<file path="config.mk">
export PLATFORM = sky130hd
export DESIGN_NAME = uart_receiver_flat
export DESIGN_NICKNAME = d
export VERILOG_FILES = /design/src/rtl/uart_pkg.sv /design/src/rtl/uart_receiver_if.sv /design/src/rtl/uart_rx_fifo.sv /design/src/rtl/uart_receiver.sv /design/src/flat_wrapper.sv
export SDC_FILE = /design/constraint.sdc
export NUM_CORES = 1
export LEC_CHECK = 0
export CORE_MARGIN = 2
export CORE_UTILIZATION = 45
export CTS_CLUSTER_SIZE = 20
export DETAILED_ROUTE_END_ITERATION = 7
export PLACE_DENSITY = 0.73
export SLEW_MARGIN = 20
export SYNTH_ARGS = -nofsm -noshare
export SYNTH_HDL_FRONTEND = slang
export SYNTH_SLANG_ARGS = --single-unit
</file>
<file path="constraint.sdc">
create_clock -name clk -period 5 [get_ports clk]
set_clock_uncertainty 0.2 [all_clocks]
set_input_delay 0.5 -clock clk [delete_from_list [all_inputs] [get_ports clk]]
set_output_delay 0.5 -clock clk [all_outputs]
set_load 0.1 [all_outputs]
</file>
<file path="src/rtl/uart_pkg.sv">
// Shared definitions for the UART receive path: frame geometry, FSM states
// and the clock-to-baud divider helper.
package uart_pkg;

  localparam int DATA_BITS = 8;

  // PARITY is only entered when the receiver is built with UART_RX_PARITY_EN.
  typedef enum logic [2:0] {
    ST_IDLE,
    ST_START,
    ST_DATA,
    ST_PARITY,
    ST_STOP
  } rx_state_e;

  // Clocks per bit, truncated. The receiver needs at least 4 for a sane mid-bit sample.
  function automatic int calc_div(input int clk_hz, input int baud);
    return clk_hz / baud;
  endfunction

endpackage

</file>
<file path="src/rtl/uart_receiver_if.sv">
// Byte stream and sticky status between the UART receiver (master) and its
// consumer on the IO page (slave).
interface uart_receiver_if;

  logic [7:0] o_data;
  logic       o_valid;
  logic       i_ready;
  logic       i_clr_err;
  logic       o_overrun;
  logic       o_frame_err;
  logic       o_parity_err;

  modport master (
    output o_data, o_valid, o_overrun, o_frame_err, o_parity_err,
    input  i_ready, i_clr_err
  );

  modport slave (
    input  o_data, o_valid, o_overrun, o_frame_err, o_parity_err,
    output i_ready, i_clr_err
  );

endinterface

</file>
<file path="src/rtl/uart_rx_fifo.sv">
// Small synchronous FIFO with a registered head word. Pointers carry one extra
// wrap bit so full and empty fall out of a single compare.
module uart_rx_fifo #(
  parameter int WIDTH      = 8,
  parameter int DEPTH_LOG2 = 2
) (
  input  logic             clk,
  input  logic             reset,
  input  logic             push_i,
  input  logic [WIDTH-1:0] din_i,
  input  logic             pop_i,
  output logic [WIDTH-1:0] head_o,
  output logic             full_o,
  output logic             empty_o
);

  localparam int DEPTH = 1 << DEPTH_LOG2;
  localparam int PTR_W = DEPTH_LOG2 + 1;
  localparam logic [PTR_W-1:0] FULL_XOR = PTR_W'(DEPTH);

  logic [WIDTH-1:0] mem_q [DEPTH];
  logic [PTR_W-1:0] wr_q, wr_d;
  logic [PTR_W-1:0] rd_q, rd_d;
  logic [WIDTH-1:0] head_q, head_d;
  logic             do_push, do_pop;

  assign empty_o = (wr_q == rd_q);
  assign full_o  = ((wr_q ^ rd_q) == FULL_XOR);

  // A full FIFO still accepts a push when the head leaves in the same cycle.
  assign do_push = push_i & (~full_o | pop_i);
  assign do_pop  = pop_i & ~empty_o;

  always_comb begin
    wr_d = wr_q + PTR_W'(do_push);
    rd_d = rd_q + PTR_W'(do_pop);
    // The new head is being written right now when it lands in the slot rd_d points to.
    if (do_push && (wr_q == rd_d)) head_d = din_i;
    else                           head_d = mem_q[rd_d[DEPTH_LOG2-1:0]];
  end

  // NOTE: storage has no reset; pointers alone define which entries are live.
  always_ff @(posedge clk) begin
    if (do_push) mem_q[wr_q[DEPTH_LOG2-1:0]] <= din_i;
  end

  always_ff @(posedge clk) begin
    if (reset) begin
      wr_q   <= '0;
      rd_q   <= '0;
      head_q <= '0;
    end else begin
      wr_q   <= wr_d;
      rd_q   <= rd_d;
      head_q <= head_d;
    end
  end

  assign head_o = head_q;

endmodule

</file>
<file path="src/rtl/uart_receiver.sv">
// 8N1 UART receiver with a byte FIFO and sticky error flags.
// Define UART_RX_PARITY_EN to receive 8E1 frames and drive o_parity_err.
module uart_receiver
  import uart_pkg::*;
#(
  parameter int clk_freq_hz     = 100000000,
  parameter int baud_rate       = 1000000,
  parameter int FIFO_DEPTH_LOG2 = 2
) (
  input  logic           clk,
  input  logic           reset,
  input  logic           i_uart_rx,
  uart_receiver_if.master bus
);

  localparam int DIV   = calc_div(clk_freq_hz, baud_rate);
  localparam int CNT_W = $clog2(DIV);
  localparam int IDX_W = $clog2(DATA_BITS);
  localparam logic [CNT_W-1:0] CNT_FULL = CNT_W'(DIV - 1);
  localparam logic [CNT_W-1:0] CNT_HALF = CNT_W'(DIV / 2 - 1);
  localparam logic [IDX_W-1:0] IDX_LAST = IDX_W'(DATA_BITS - 1);

  rx_state_e            state_q, state_d;
  logic [1:0]           sync_q;
  logic [CNT_W-1:0]     cnt_q, cnt_d;
  logic [IDX_W-1:0]     idx_q, idx_d;
  logic [DATA_BITS-1:0] shift_q, shift_d;
  logic                 armed_q, armed_d;
  logic                 ovr_q, ovr_d;
  logic                 ferr_q, ferr_d;
  logic                 rx_s, rx_push, frame_set, ovr_set;
  logic                 fifo_full, fifo_empty;
`ifdef UART_RX_PARITY_EN
  logic                 par_ok_q, par_ok_d;
  logic                 perr_q, perr_d;
  logic                 par_set;
`endif

  assign rx_s = sync_q[1];

  // NOTE: every output of this block gets a default first, so no path infers a latch.
  always_comb begin
    state_d   = state_q;
    cnt_d     = cnt_q;
    idx_d     = idx_q;
    shift_d   = shift_q;
    armed_d   = armed_q | rx_s;
    rx_push   = 1'b0;
    frame_set = 1'b0;
`ifdef UART_RX_PARITY_EN
    par_ok_d  = par_ok_q;
    par_set   = 1'b0;
`endif
    case (state_q)
      ST_IDLE: begin
        if (!rx_s && armed_q) begin
          state_d = ST_START;
          cnt_d   = CNT_HALF;
        end
      end
      ST_START: begin
        if (cnt_q != '0)  cnt_d   = cnt_q - CNT_W'(1);
        else if (rx_s)    state_d = ST_IDLE;
        else begin
          state_d = ST_DATA;
          cnt_d   = CNT_FULL;
          idx_d   = '0;
        end
      end
      ST_DATA: begin
        if (cnt_q != '0) cnt_d = cnt_q - CNT_W'(1);
        else begin
          shift_d[idx_q] = rx_s;
          cnt_d          = CNT_FULL;
          idx_d          = idx_q + IDX_W'(1);
          if (idx_q == IDX_LAST) begin
`ifdef UART_RX_PARITY_EN
            state_d = ST_PARITY;
`else
            state_d = ST_STOP;
`endif
          end
        end
      end
`ifdef UART_RX_PARITY_EN
      ST_PARITY: begin
        if (cnt_q != '0) cnt_d = cnt_q - CNT_W'(1);
        else begin
          par_ok_d = (rx_s == ^shift_q);
          par_set  = (rx_s != ^shift_q);
          cnt_d    = CNT_FULL;
          state_d  = ST_STOP;
        end
      end
`endif
      ST_STOP: begin
        if (cnt_q != '0) cnt_d = cnt_q - CNT_W'(1);
        else begin
          state_d = ST_IDLE;
          if (rx_s) begin
`ifdef UART_RX_PARITY_EN
            rx_push = par_ok_q;
`else
            rx_push = 1'b1;
`endif
          end else begin
            // A low stop bit may be a break; wait for the line to go high first.
            frame_set = 1'b1;
            armed_d   = 1'b0;
          end
        end
      end
      default: state_d = ST_IDLE;
    endcase
  end

  // Set wins over a simultaneous clear; a full FIFO drops the byte unless it pops now.
  assign ovr_set = rx_push & fifo_full & ~bus.i_ready;
  assign ovr_d   = (ovr_q & ~bus.i_clr_err) | ovr_set;
  assign ferr_d  = (ferr_q & ~bus.i_clr_err) | frame_set;
`ifdef UART_RX_PARITY_EN
  assign perr_d  = (perr_q & ~bus.i_clr_err) | par_set;
`endif

  // NOTE: sequential state uses non-blocking assignments so all flops sample pre-edge values.
  always_ff @(posedge clk) begin
    if (reset) begin
      sync_q   <= 2'b11;
      state_q  <= ST_IDLE;
      cnt_q    <= '0;
      idx_q    <= '0;
      shift_q  <= '0;
      armed_q  <= 1'b1;
      ovr_q    <= 1'b0;
      ferr_q   <= 1'b0;
`ifdef UART_RX_PARITY_EN
      par_ok_q <= 1'b0;
      perr_q   <= 1'b0;
`endif
    end else begin
      sync_q   <= {sync_q[0], i_uart_rx};
      state_q  <= state_d;
      cnt_q    <= cnt_d;
      idx_q    <= idx_d;
      shift_q  <= shift_d;
      armed_q  <= armed_d;
      ovr_q    <= ovr_d;
      ferr_q   <= ferr_d;
`ifdef UART_RX_PARITY_EN
      par_ok_q <= par_ok_d;
      perr_q   <= perr_d;
`endif
    end
  end

  uart_rx_fifo #(
    .WIDTH      (DATA_BITS),
    .DEPTH_LOG2 (FIFO_DEPTH_LOG2)
  ) u_fifo (
    .clk     (clk),
    .reset   (reset),
    .push_i  (rx_push),
    .din_i   (shift_q),
    .pop_i   (bus.i_ready),
    .head_o  (bus.o_data),
    .full_o  (fifo_full),
    .empty_o (fifo_empty)
  );

  assign bus.o_valid     = ~fifo_empty;
  assign bus.o_overrun   = ovr_q;
  assign bus.o_frame_err = ferr_q;
`ifdef UART_RX_PARITY_EN
  assign bus.o_parity_err = perr_q;
`else
  assign bus.o_parity_err = 1'b0;
`endif

endmodule

</file>
<file path="src/flat_wrapper.sv">
// flat-port wrapper written by rule: the top's interface ports become plain ports
module uart_receiver_flat import uart_pkg::*;
#(
  parameter int clk_freq_hz     = 100000000,
  parameter int baud_rate       = 1000000,
  parameter int FIFO_DEPTH_LOG2 = 2
)
  (clk, reset, i_uart_rx, bus_o_data, bus_o_valid, bus_o_overrun, bus_o_frame_err, bus_o_parity_err, bus_i_ready, bus_i_clr_err);
  uart_receiver_if bus_i ();
  input  logic clk;
  input  logic reset;
  input  logic i_uart_rx;
  output wire logic [$bits(bus_i.o_data)-1:0] bus_o_data;
  output wire logic [$bits(bus_i.o_valid)-1:0] bus_o_valid;
  output wire logic [$bits(bus_i.o_overrun)-1:0] bus_o_overrun;
  output wire logic [$bits(bus_i.o_frame_err)-1:0] bus_o_frame_err;
  output wire logic [$bits(bus_i.o_parity_err)-1:0] bus_o_parity_err;
  input wire logic [$bits(bus_i.i_ready)-1:0] bus_i_ready;
  input wire logic [$bits(bus_i.i_clr_err)-1:0] bus_i_clr_err;
  assign bus_o_data = bus_i.o_data;
  assign bus_o_valid = bus_i.o_valid;
  assign bus_o_overrun = bus_i.o_overrun;
  assign bus_o_frame_err = bus_i.o_frame_err;
  assign bus_o_parity_err = bus_i.o_parity_err;
  assign bus_i.i_ready = bus_i_ready;
  assign bus_i.i_clr_err = bus_i_clr_err;
  uart_receiver #(.clk_freq_hz(clk_freq_hz), .baud_rate(baud_rate), .FIFO_DEPTH_LOG2(FIFO_DEPTH_LOG2)) u_core (.clk(clk), .reset(reset), .i_uart_rx(i_uart_rx), .bus(bus_i));
endmodule
</file>
== Word-level counts from Yosys, hierarchy flattened ==
Memory sizes are Yosys's and may differ from the RTL's.
Index checks and enable logic that the tools add are counted.
Storage, ports and cells
  output and inout port bits: 12
  bits in latches: 0
  bits in registers: 40
  memory bits (read-only): 0
  memories: 1
  word-level logic and storage cells: 93
  input bits: 5
  memory bits (writable): 32
Memory list
  u_core.u_fifo.mem_q: depth 4, bits a word 8, rd ports 1, clocked after memory_dff 0, wr ports 1, line uart_rx_fifo.sv:21  | logic [WIDTH-1:0] mem_q [DEPTH];
Operators by class
  multiplexer cells: 32
  equality and inequality tests: 15
  divide/modulo/power cells: 0
  $add $sub $neg: 4
  shift-type cells: 0
  magnitude comparators: 2
  bitwise logic cells: 16
  reductions and logical operators: 12
  multipliers: 0
Operators with widths (number)
  7-bit 2-to-1 mux: 5
  7-bit case mux with 4 select lines: 1
  3-bit 2-to-1 mux: 8
  1-bit 2-to-1 mux: 12
  3-bit case mux with 4 select lines: 1
  3-bit equality test, second input constant: 3
  8-bit bitwise mux: 1
  8-bit 2-to-1 mux: 1
  2-bit != test, second input constant: 4
  4-bit AND reduction: 2
  7-bit nonzero test: 1
  7-bit by 1-bit subtractor with 7-bit output, second input constant: 1
  3-bit by 1-bit adder with 3-bit output: 2
  1-bit AND: 6
  3-bit equality test: 2
  2-bit by 1-bit != test with 1-bit output, second input constant: 3
  3-bit case mux with 2 select lines: 1
  1-bit inverter: 5
  5-bit AND reduction: 1
  3-bit by 4-bit less-than comparator with 1-bit output, second input constant: 1
  1-bit OR: 4
  4-bit nonzero test: 1
  3-bit by 1-bit adder with 3-bit output, second input constant: 1
  1-bit demux with 3-bit select: 1
  other kinds (11): 13

== Logic depth before layout (Yosys ltp) ==
Gate-level depths: netlist (run 1).
  depth after elaboration: 7
  gate-level depth with buffers: 11
  depth with buffers taken out: 10

== Modules after synthesis ==
Synthesis (run 1) repeated with hierarchy kept, for this count alone.
Second synthesis, totals
  cells, all modules: 279
  area, all modules: 3260.6 um2
Modules (own cells, without submodules)
  uart_rx_fifo: times used 1, sequential area each 1241.2 um2, cells an instance 116, area each 1880.6 um2
  uart_receiver: times used 1, sequential area each 520.5 um2, cells an instance 163, area each 1380.1 um2

== Worst setup path before layout (run 1) ==
OpenSTA, ideal clock, no wires.
  kind: register -> register
  start: register u_core.u_fifo.wr_q[1]
  end: register u_core.u_fifo.head_q[0], in the netlist u_core.u_fifo.head_o[0]
  data arrival time: 3.323 ns
  period minus slack after synthesis: 3.595 ns
  setup time: 0.072 ns
  path buffers: 1
  data required time: 4.728 ns
  setup slack: 1.405 ns
  stages on the path, launching flop included: 12
  path through: dfxtp_1 xor2_1 nor2_1 nand2_1 and2_1 ha_1 ha_1 clkbuf_1 xnor2_1 nand2_1 nor4_4 mux2i_1
Between the ends
  cells in the longest elaborated chain, start to end: 7
  elaborated cells between the ends (all ways): 13
  classes of those cells: add/sub: 1; eq/ne: 3; mux: 1; bitwise: 6; reduce/logical: 1; memory: 1
Ends and longest elaborated chain
  start, declared: line uart_rx_fifo.sv:22  | logic [PTR_W-1:0] wr_q, wr_d;
  start signal, assigned: line uart_rx_fifo.sv:53  | wr_q <= wr_d;
  3-bit equality test *: line uart_rx_fifo.sv:27  | assign empty_o = (wr_q == rd_q);
  1-bit inverter *
  named net bus_o_valid: line flat_wrapper.sv:14  | output wire logic [$bits(bus_i.o_valid)-1:0] bus_o_valid;
  1-bit AND *: line uart_rx_fifo.sv:32  | assign do_pop = pop_i & ~empty_o;
  3-bit by 1-bit adder with 3-bit output *: line uart_rx_fifo.sv:36  | rd_d = rd_q + PTR_W'(do_pop);
  named net u_core.u_fifo.rd_d[1]: line uart_rx_fifo.sv:23  | logic [PTR_W-1:0] rd_q, rd_d;
  branches (longest 2 deep; another with memory 4 x 8 bit)
  8-bit 2-to-1 mux *: line uart_rx_fifo.sv:38  | if (do_push && (wr_q == rd_d)) head_d = din_i;
  end signal, assigned: line uart_rx_fifo.sv:51  | head_q <= '0;
  end signal, assigned: line uart_rx_fifo.sv:55  | head_q <= head_d;
  end, declared: line uart_rx_fifo.sv:24  | logic [WIDTH-1:0] head_q, head_d;
Mark *: on every way through the listed nets, which the timed path passes.
A chain may end at the register's enable or synchronous reset.

== Worst setup path in the final report (run 1) ==
  start: register u_core.u_fifo.wr_q[1]
  end: register u_core.u_fifo.head_q[1], in the netlist u_core.u_fifo.head_o[1]
Between the ends
  cells in the longest elaborated chain, start to end: 7
  elaborated cells between the ends (all ways): 13
  classes of those cells: add/sub: 1; eq/ne: 3; mux: 1; bitwise: 6; reduce/logical: 1; memory: 1
Ends and longest elaborated chain (line)
  3-bit equality test *: uart_rx_fifo.sv:27
  1-bit inverter *: uart_rx_fifo.sv:32
  1-bit AND *: uart_rx_fifo.sv:32
  3-bit by 1-bit adder with 3-bit output *: uart_rx_fifo.sv:36
  named net u_core.u_fifo.rd_d[1]: uart_rx_fifo.sv:23
  branches (longest 2 deep; another with memory 4 x 8 bit)
  8-bit 2-to-1 mux *: uart_rx_fifo.sv:38
Marked as above.

==> results by group, run 1 <==
Status
  • Status: completed

Final layout
  • Syn-to-layout area delta: 11.86%
  • Register area: approximately 1800 um^2
  • Finished Core Util: 51.68%
  • N_diodes: 0
  • Fin nets: 304
  • Fillers: 630
  • Multi-input gate area: 1470 um^2
  • Layout cells sized above 1: 13.13%

Route
  • Routed Antenna Nets: 0
  • DR pass1 iterations: 4
  • WL/cell: 16.40 um
  • Remaining routing DRC violations: 0
  • DR iter-0 viols: 232
  • Final WL: 6496 um
  • Average via count per standard cell: 5.583
  • Vias: 2211

Global route
  • First-pass GRT wire length: 10840 um
  • Total gr overflow: 0
  • Initial antenna violation count: 0
  • GRT Total Usage: 17.12%
  • Number of global-route vias before repair: 2102
  • Largest net degree at the start of global routing: 25

Synth
  • EDFF count, synth: 32
  • Top cell type's share of synthesized area: 28.83%
  • Ys Warns: 0
  • Syn nets: 295
  • Mapped Area: approximately 3300 um^2
  • Post-synth top area cell: edfxtp_1
  • Post-Synthesis Cells: 283
  • Synth top area cells: edfxtp_1, dfxtp_1, mux2i_1
  • Mean post-synth cell area: 11.78 um^2
  • Most instantiated library cell after synthesis: dfxtp_1
  • Flop and latch count out of synthesis: 72
  • Ys flop type: dfxtp_1
  • Post-synth top cells: dfxtp_1, edfxtp_1, nand2_1
  • Post-synth cell types: 59
  • Sequential share of the synthesized area: a little over half
  • Asr flop ratio synth: 0%

Place
  • Final Wtd Congestion: 0.8791
  • Port bufs: 15
  • HPWL after DPL: around 4400 um
  • Pre-CTS setup slack: 1573 ps

Min path
  • Min-Delay Path Class: register to register

Setup path
  • CP Max Fanout: 10
  • Arrival time worst endpoint: 3230 ps
  • Critical Path Sink Type: register
  • WP buf/inv: 0
  • Crit Path Class: register to register
  • Worst path slowest cell: nor4_4
  • Crit path launch type: register
  • Critical path required time: 5080 ps
  • Worst path cell trace: xor2_1, nor2_1, nand2_1, and2_1, ha_1, ha_1, xnor2_1, nand2_1, nor4_4, mux2i_1
  • Top cell family by delay on the critical path: simple AND/OR/NAND/NOR gates
  • Worst path max stage delay: between 600 and 700 ps

Clocking
  • Number of buffers created by CTS: 9
  • # resized after CTS: 0
  • Hold-fix buffers, CTS: 0
  • CTS tree: built
  • Clock Path Buffers: 2
  • Clock-pin slew on the worst setup and hold paths: 80 ps
  • Post-CTS Setup Inserts: 0
  • Clock sinks: roughly 70
  • # H-tree levels: 3
  • Clk_lat worst skew: ~350 ps
  • Clock root buffer: clkbuf_8

Floorplan
  • Starting Density: around 46%
  • Row Count: 31
  • Die area: 8112 um^2
  • Io pins: 17
  • Width of the die: ~90 um
  • Core outline area: 7214 um^2
  • Die Ht: 90.07 um

Timing
  • Final Critical Period: roughly 3200 ps
  • Hold_ws: 213.9 ps
  • RSZ-0062 raised after global routing: false
  • Worst Slack Setup Final: 1844 ps
  • Setup-failing EPs final: 0
  • Max-slew headroom: 33.84%
  • Setup total negative slack: 0 ps
  • Crit share post-route: 63.12%
  • Least-Margin Pin Slew: around 1000 ps
  • F_max: 316.9 MHz
  • Final Max Slew Viols: 0
  • Final Hold Vio Count: 0

Power
  • PD cells: 341.6 nW/um^2
  • Leak pwr: 0.001313 uW
  • Peak supply drop: 0.2160 mV

Job
  • MaxCap Viol Count: 0
layer usage:
layer | up-vias | wire [um] | global-route usage [%]
li1 | 1075 | - | -
met3 | 5 | 365 | 4.359
met5 | - | 0 | 0
met1 | 1057 | 3139 | 25.26
met2 | 74 | 2913 | 23.68
met4 | 0 | 79 | 7.564
worst paths after layout:
kind                                         start                                 end  slack, ps  cells past startpoint
setup / recovery  u_core.u_fifo.wr_q[1]$_SDFF_PP0_  u_core.u_fifo.head_o[1]$_SDFF_PP0_       1840                     10
hold reg to reg        u_core.sync_q[0]$_SDFF_PP1_         u_core.sync_q[1]$_SDFF_PP1_        210                      1
setup reg to reg  u_core.u_fifo.wr_q[1]$_SDFF_PP0_  u_core.u_fifo.head_o[1]$_SDFF_PP0_       1840                     10
hold / removal         u_core.sync_q[0]$_SDFF_PP1_         u_core.sync_q[1]$_SDFF_PP1_        210                      1
logic make-up after synthesis:
logic type	synth area share, %
muxes	10.81
xor gates and xnor gates	2.365
other	0.1125
and+or+nand+nor	19.07
buffers and inverters	3.190
AOI/OAI and AO/OA	8.972
DFF	52.85
adders and majority gates	2.628
power by group:
group	internal [uW]	total, uW	switching [uW]
clock network	235	467	232
registers	622	645	23.1
logic	52.6	162	109
total	910	1270	364
placed cells by master (no fill, tap or decap), drive strengths merged, types with 3 or more instances in the layout:
master         instances
clkdlybuf4s50         15
dfxtp                 40
nor4                   5
ha                     7
nor3b                  9
nor2                  16
inv                    9
a21oi                 12
clkbuf                 9
mux4                   8
o21ai                  9
nand3                  3
nand2                 29
mux2i                 18
or2                    3
nand4                  7
o211ai                 6
nor2b                  9
xnor2                  7
edfxtp                32
nor3                   6
nand2b                 3
per-stage QoR:
stage               cell area (um^2)  power, uW  instances
floorplan                       3333      786.5        283
global placement                3523      815.7        380
detailed placement              3523      817.7        380
CTS                             3724       1282        396
global route                    3729       1325        396
finish                          3729       1274        396
cell type report:
class,count,area share (%)
Clock inverter,7,2.047
Sequential cell,72,47.25
Multi-Input combinational cell,188,39.43
Tap cell,99,3.322
Timing Repair Buffer,15,4.027
Clock buffer,9,3.322
Inverter,6,0.6040
flip-flops by register name, summed over array words and instances, names as in the netlist:
name / flops
u_core.state_q: 3
u_core.cnt_q: 7
u_core.bus.o_frame_err: 1
u_core.u_fifo.mem_q: 32
u_core.u_fifo.head_o: 8
u_core.u_fifo.rd_q: 3
u_core.u_fifo.wr_q: 3
u_core.idx_q: 3
u_core.sync_q: 2
u_core.bus.o_overrun: 1
u_core.armed_q: 1
u_core.shift_q: 8
No activity file was read; power rests on OpenSTA's default activity.
==> run 2, diff against run 1 <==
clock period = 3.05 ns   (was 5 ns; I/O delays follow)
==> results by group, run 2 (synthesis gave the netlist of run 1 again) <==
Place
  • Placed insts: 394 (was 380)
  • DP Area: 3608 um^2 (was 3523 um^2)
  • HPWL after DPL: 4273 um (was 4352 um)
  • Final Wtd Congestion: 0.8705 (was 0.8791)
  • Port bufs: 15 (unchanged)
  • Pre-CTS setup slack: 352.7 ps (was 1573 ps)

Final layout
  • Non-Filler Cell Area, Final: 3810 um^2 (was 3729 um^2)
  • Most common cell after layout, fill and taps aside: dfxtp_1 (unchanged)
  • Syn-to-layout area delta: 14.30% (was 11.86%)
  • Fillers: 637 (was 630)
  • Layout Cells excl Fill: 410 (was 396)
  • Max reg flops: 32 (unchanged)
  • N_diodes: 0 (unchanged)
  • Layout cells sized above 1: 20.90% (was 13.13%)
  • Fin nets: 318 (was 304)
  • Most frequent cells in the layout: dfxtp_1, edfxtp_1, nand2_1 (unchanged)

Clocking
  • Clk_lat worst skew: 350 ps (about the same)
  • Number of buffers created by CTS: 9 (unchanged)
  • CTS tree: built (unchanged)
  • Clock sinks: 72 (unchanged)
  • # H-tree levels: 3 (unchanged)
  • Clock Path Buffers: 2 (unchanged)
  • Clock-pin slew on the worst setup and hold paths: 80 ps (about the same)
  • Hold-fix buffers, CTS: 0 (unchanged)
  • Post-CTS Setup Inserts: 0 (unchanged)
  • # resized after CTS: 0 (unchanged)
  • Clock root buffer: clkbuf_8 (unchanged)

Global route
  • Total gr overflow: 0 (unchanged)
  • Number of global-route vias before repair: 2130 (was 2102)
  • Initial antenna violation count: 0 (unchanged)
  • First-pass GRT wire length: 10820 um (was 10840 um)
  • Largest net degree at the start of global routing: 24 (was 25)
  • M1 GR Usage: 24.95% (was 25.26%)
  • Met3 Use GR: 4.275% (was 4.359%)
  • GR Util met2: 24.94% (was 23.68%)
  • Most Used Layer, Global Route: met1 (unchanged)
  • GRT Total Usage: 17.15% (was 17.12%)

Route
  • Final WL: 6430 um (was 6496 um)
  • Routed Antenna Nets: 0 (unchanged)
  • WL/cell: 15.68 um (was 16.40 um)
  • Vias: 2279 (was 2211)
  • Average via count per standard cell: 5.559 (was 5.583)
  • Remaining routing DRC violations: 0 (unchanged)
  • DR iter-0 viols: 213 (was 232)
  • DR pass1 iterations: 4 (unchanged)

Timing
  • Least-Margin Pin Slew: 577.2 ps (was 989.3 ps)
  • Setup-failing EPs final: 0 (unchanged)
  • F_max: 372.8 MHz (was 316.9 MHz)
  • Max-slew headroom: 61.52% (was 33.84%)
  • Crit share post-route: 87.96% (was 63.12%)
  • Worst Slack Setup Final: 367.3 ps (was 1844 ps)
  • RSZ-0062 raised after global routing: false (unchanged)
  • Hold_ws: 217.9 ps (was 213.9 ps)
  • Final Max Slew Viols: 0 (unchanged)
  • Setup total negative slack: 0 ps (unchanged)
  • Final Hold Vio Count: 0 (unchanged)
  • Final Critical Period: 2683 ps (was 3156 ps)

Floorplan
  • Row Count: 31 (unchanged)
  • Starting Density: 46.20% (unchanged)
  • Width of the die: 90.07 um (unchanged)
  • Die Ht: 90.07 um (unchanged)
  • Core outline area: 7214 um^2 (unchanged)
  • Io pins: 17 (unchanged)
  • Die area: 8112 um^2 (unchanged)

Setup path
  • Arrival time worst endpoint: 2480 ps (was 3230 ps)
  • Crit path launch type: register (unchanged)
  • Crit Path Class: register to register (unchanged)
  • CP Max Fanout: 10 (unchanged)
  • Critical Path Sink Type: register (unchanged)
  • Critical path required time: 2850 ps (was 5080 ps)

Job
  • MaxCap Viol Count: 0 (unchanged)

Power
  • PD cells: 555.3 nW/um^2 (was 341.6 nW/um^2)
  • Peak supply drop: 0.3179 mV (was 0.2160 mV)
  • Leak pwr: 0.001400 uW (was 0.001313 uW)

Min path
  • Min-Delay Path Class: register to register (unchanged)

Status
  • Status: completed (unchanged)
## run 2: area by class of cell
type | count | area (um^2) | area share [%]
Timing Repair Buffer | 29 | 227.7 | 5.977
Tap cell | 99 | 123.9 | 3.251
Clock buffer | 9 | 123.9 | 3.251
Clock inverter | 7 | 77.57 | 2.036
Inverter | 6 | 22.52 | 0.5911
Multi-Input combinational cell | 188 | 1473 | 38.65
Sequential cell | 72 | 1762 | 46.24
## run 2: report_power, final
| part | internal (uW) | switching (uW) | leakage, uW |
|---|---|---|---|
| combinational | 107 | 197 | 0.000662 |
| sequential | 1020 | 28.8 | 0.000637 |
| clock | 384 | 378 | 0.000100 |
| total | 1510 | 604 | 0.00140 |
## run 2: worst paths after layout
| kind | start | end | slack [ps] | cells after the start |
|---|---|---|---|---|
| hold reg to reg | u_core.sync_q[0]$_SDFF_PP1_ | u_core.sync_q[1]$_SDFF_PP1_ | 220 | 1 |
| hold / removal | u_core.sync_q[0]$_SDFF_PP1_ | u_core.sync_q[1]$_SDFF_PP1_ | 220 | 1 |
| setup / recovery | u_core.cnt_q[0]$_SDFFE_PP0P_ | u_core.u_fifo.mem_q[3][3]$_DFFE_PP_ | 370 | 6 |
| setup reg to reg | u_core.cnt_q[0]$_SDFFE_PP0P_ | u_core.u_fifo.mem_q[3][3]$_DFFE_PP_ | 370 | 6 |
## run 2: critical path, cell delays in order (launching register included)
cell and delay [ps]:
dfxtp_1 340, inv_1 90, ha_1 340, nor4b_4 280, nand2_1 120, nor4b_2 470
and3_1 500
## run 2: through the flow
stage          total power [uW]  util (%)
2_1_floorplan              1289         -
3_3_place_gp               1368     50.02
3_5_place_dp               1369     50.02
4_1_cts                    2126     52.81
5_1_grt                    2210     52.81
6_report                   2116     52.81
## run 2: metal layers
| metal | part of all wire, % | up-vias |
|---|---|---|
| met3 | 5.1 | 7 |
| met5 | 0 | - |
| met4 | 1.2 | 0 |
| li1 | - | 1103 |
| met2 | 46 | 55 |
| met1 | 48 | 1114 |
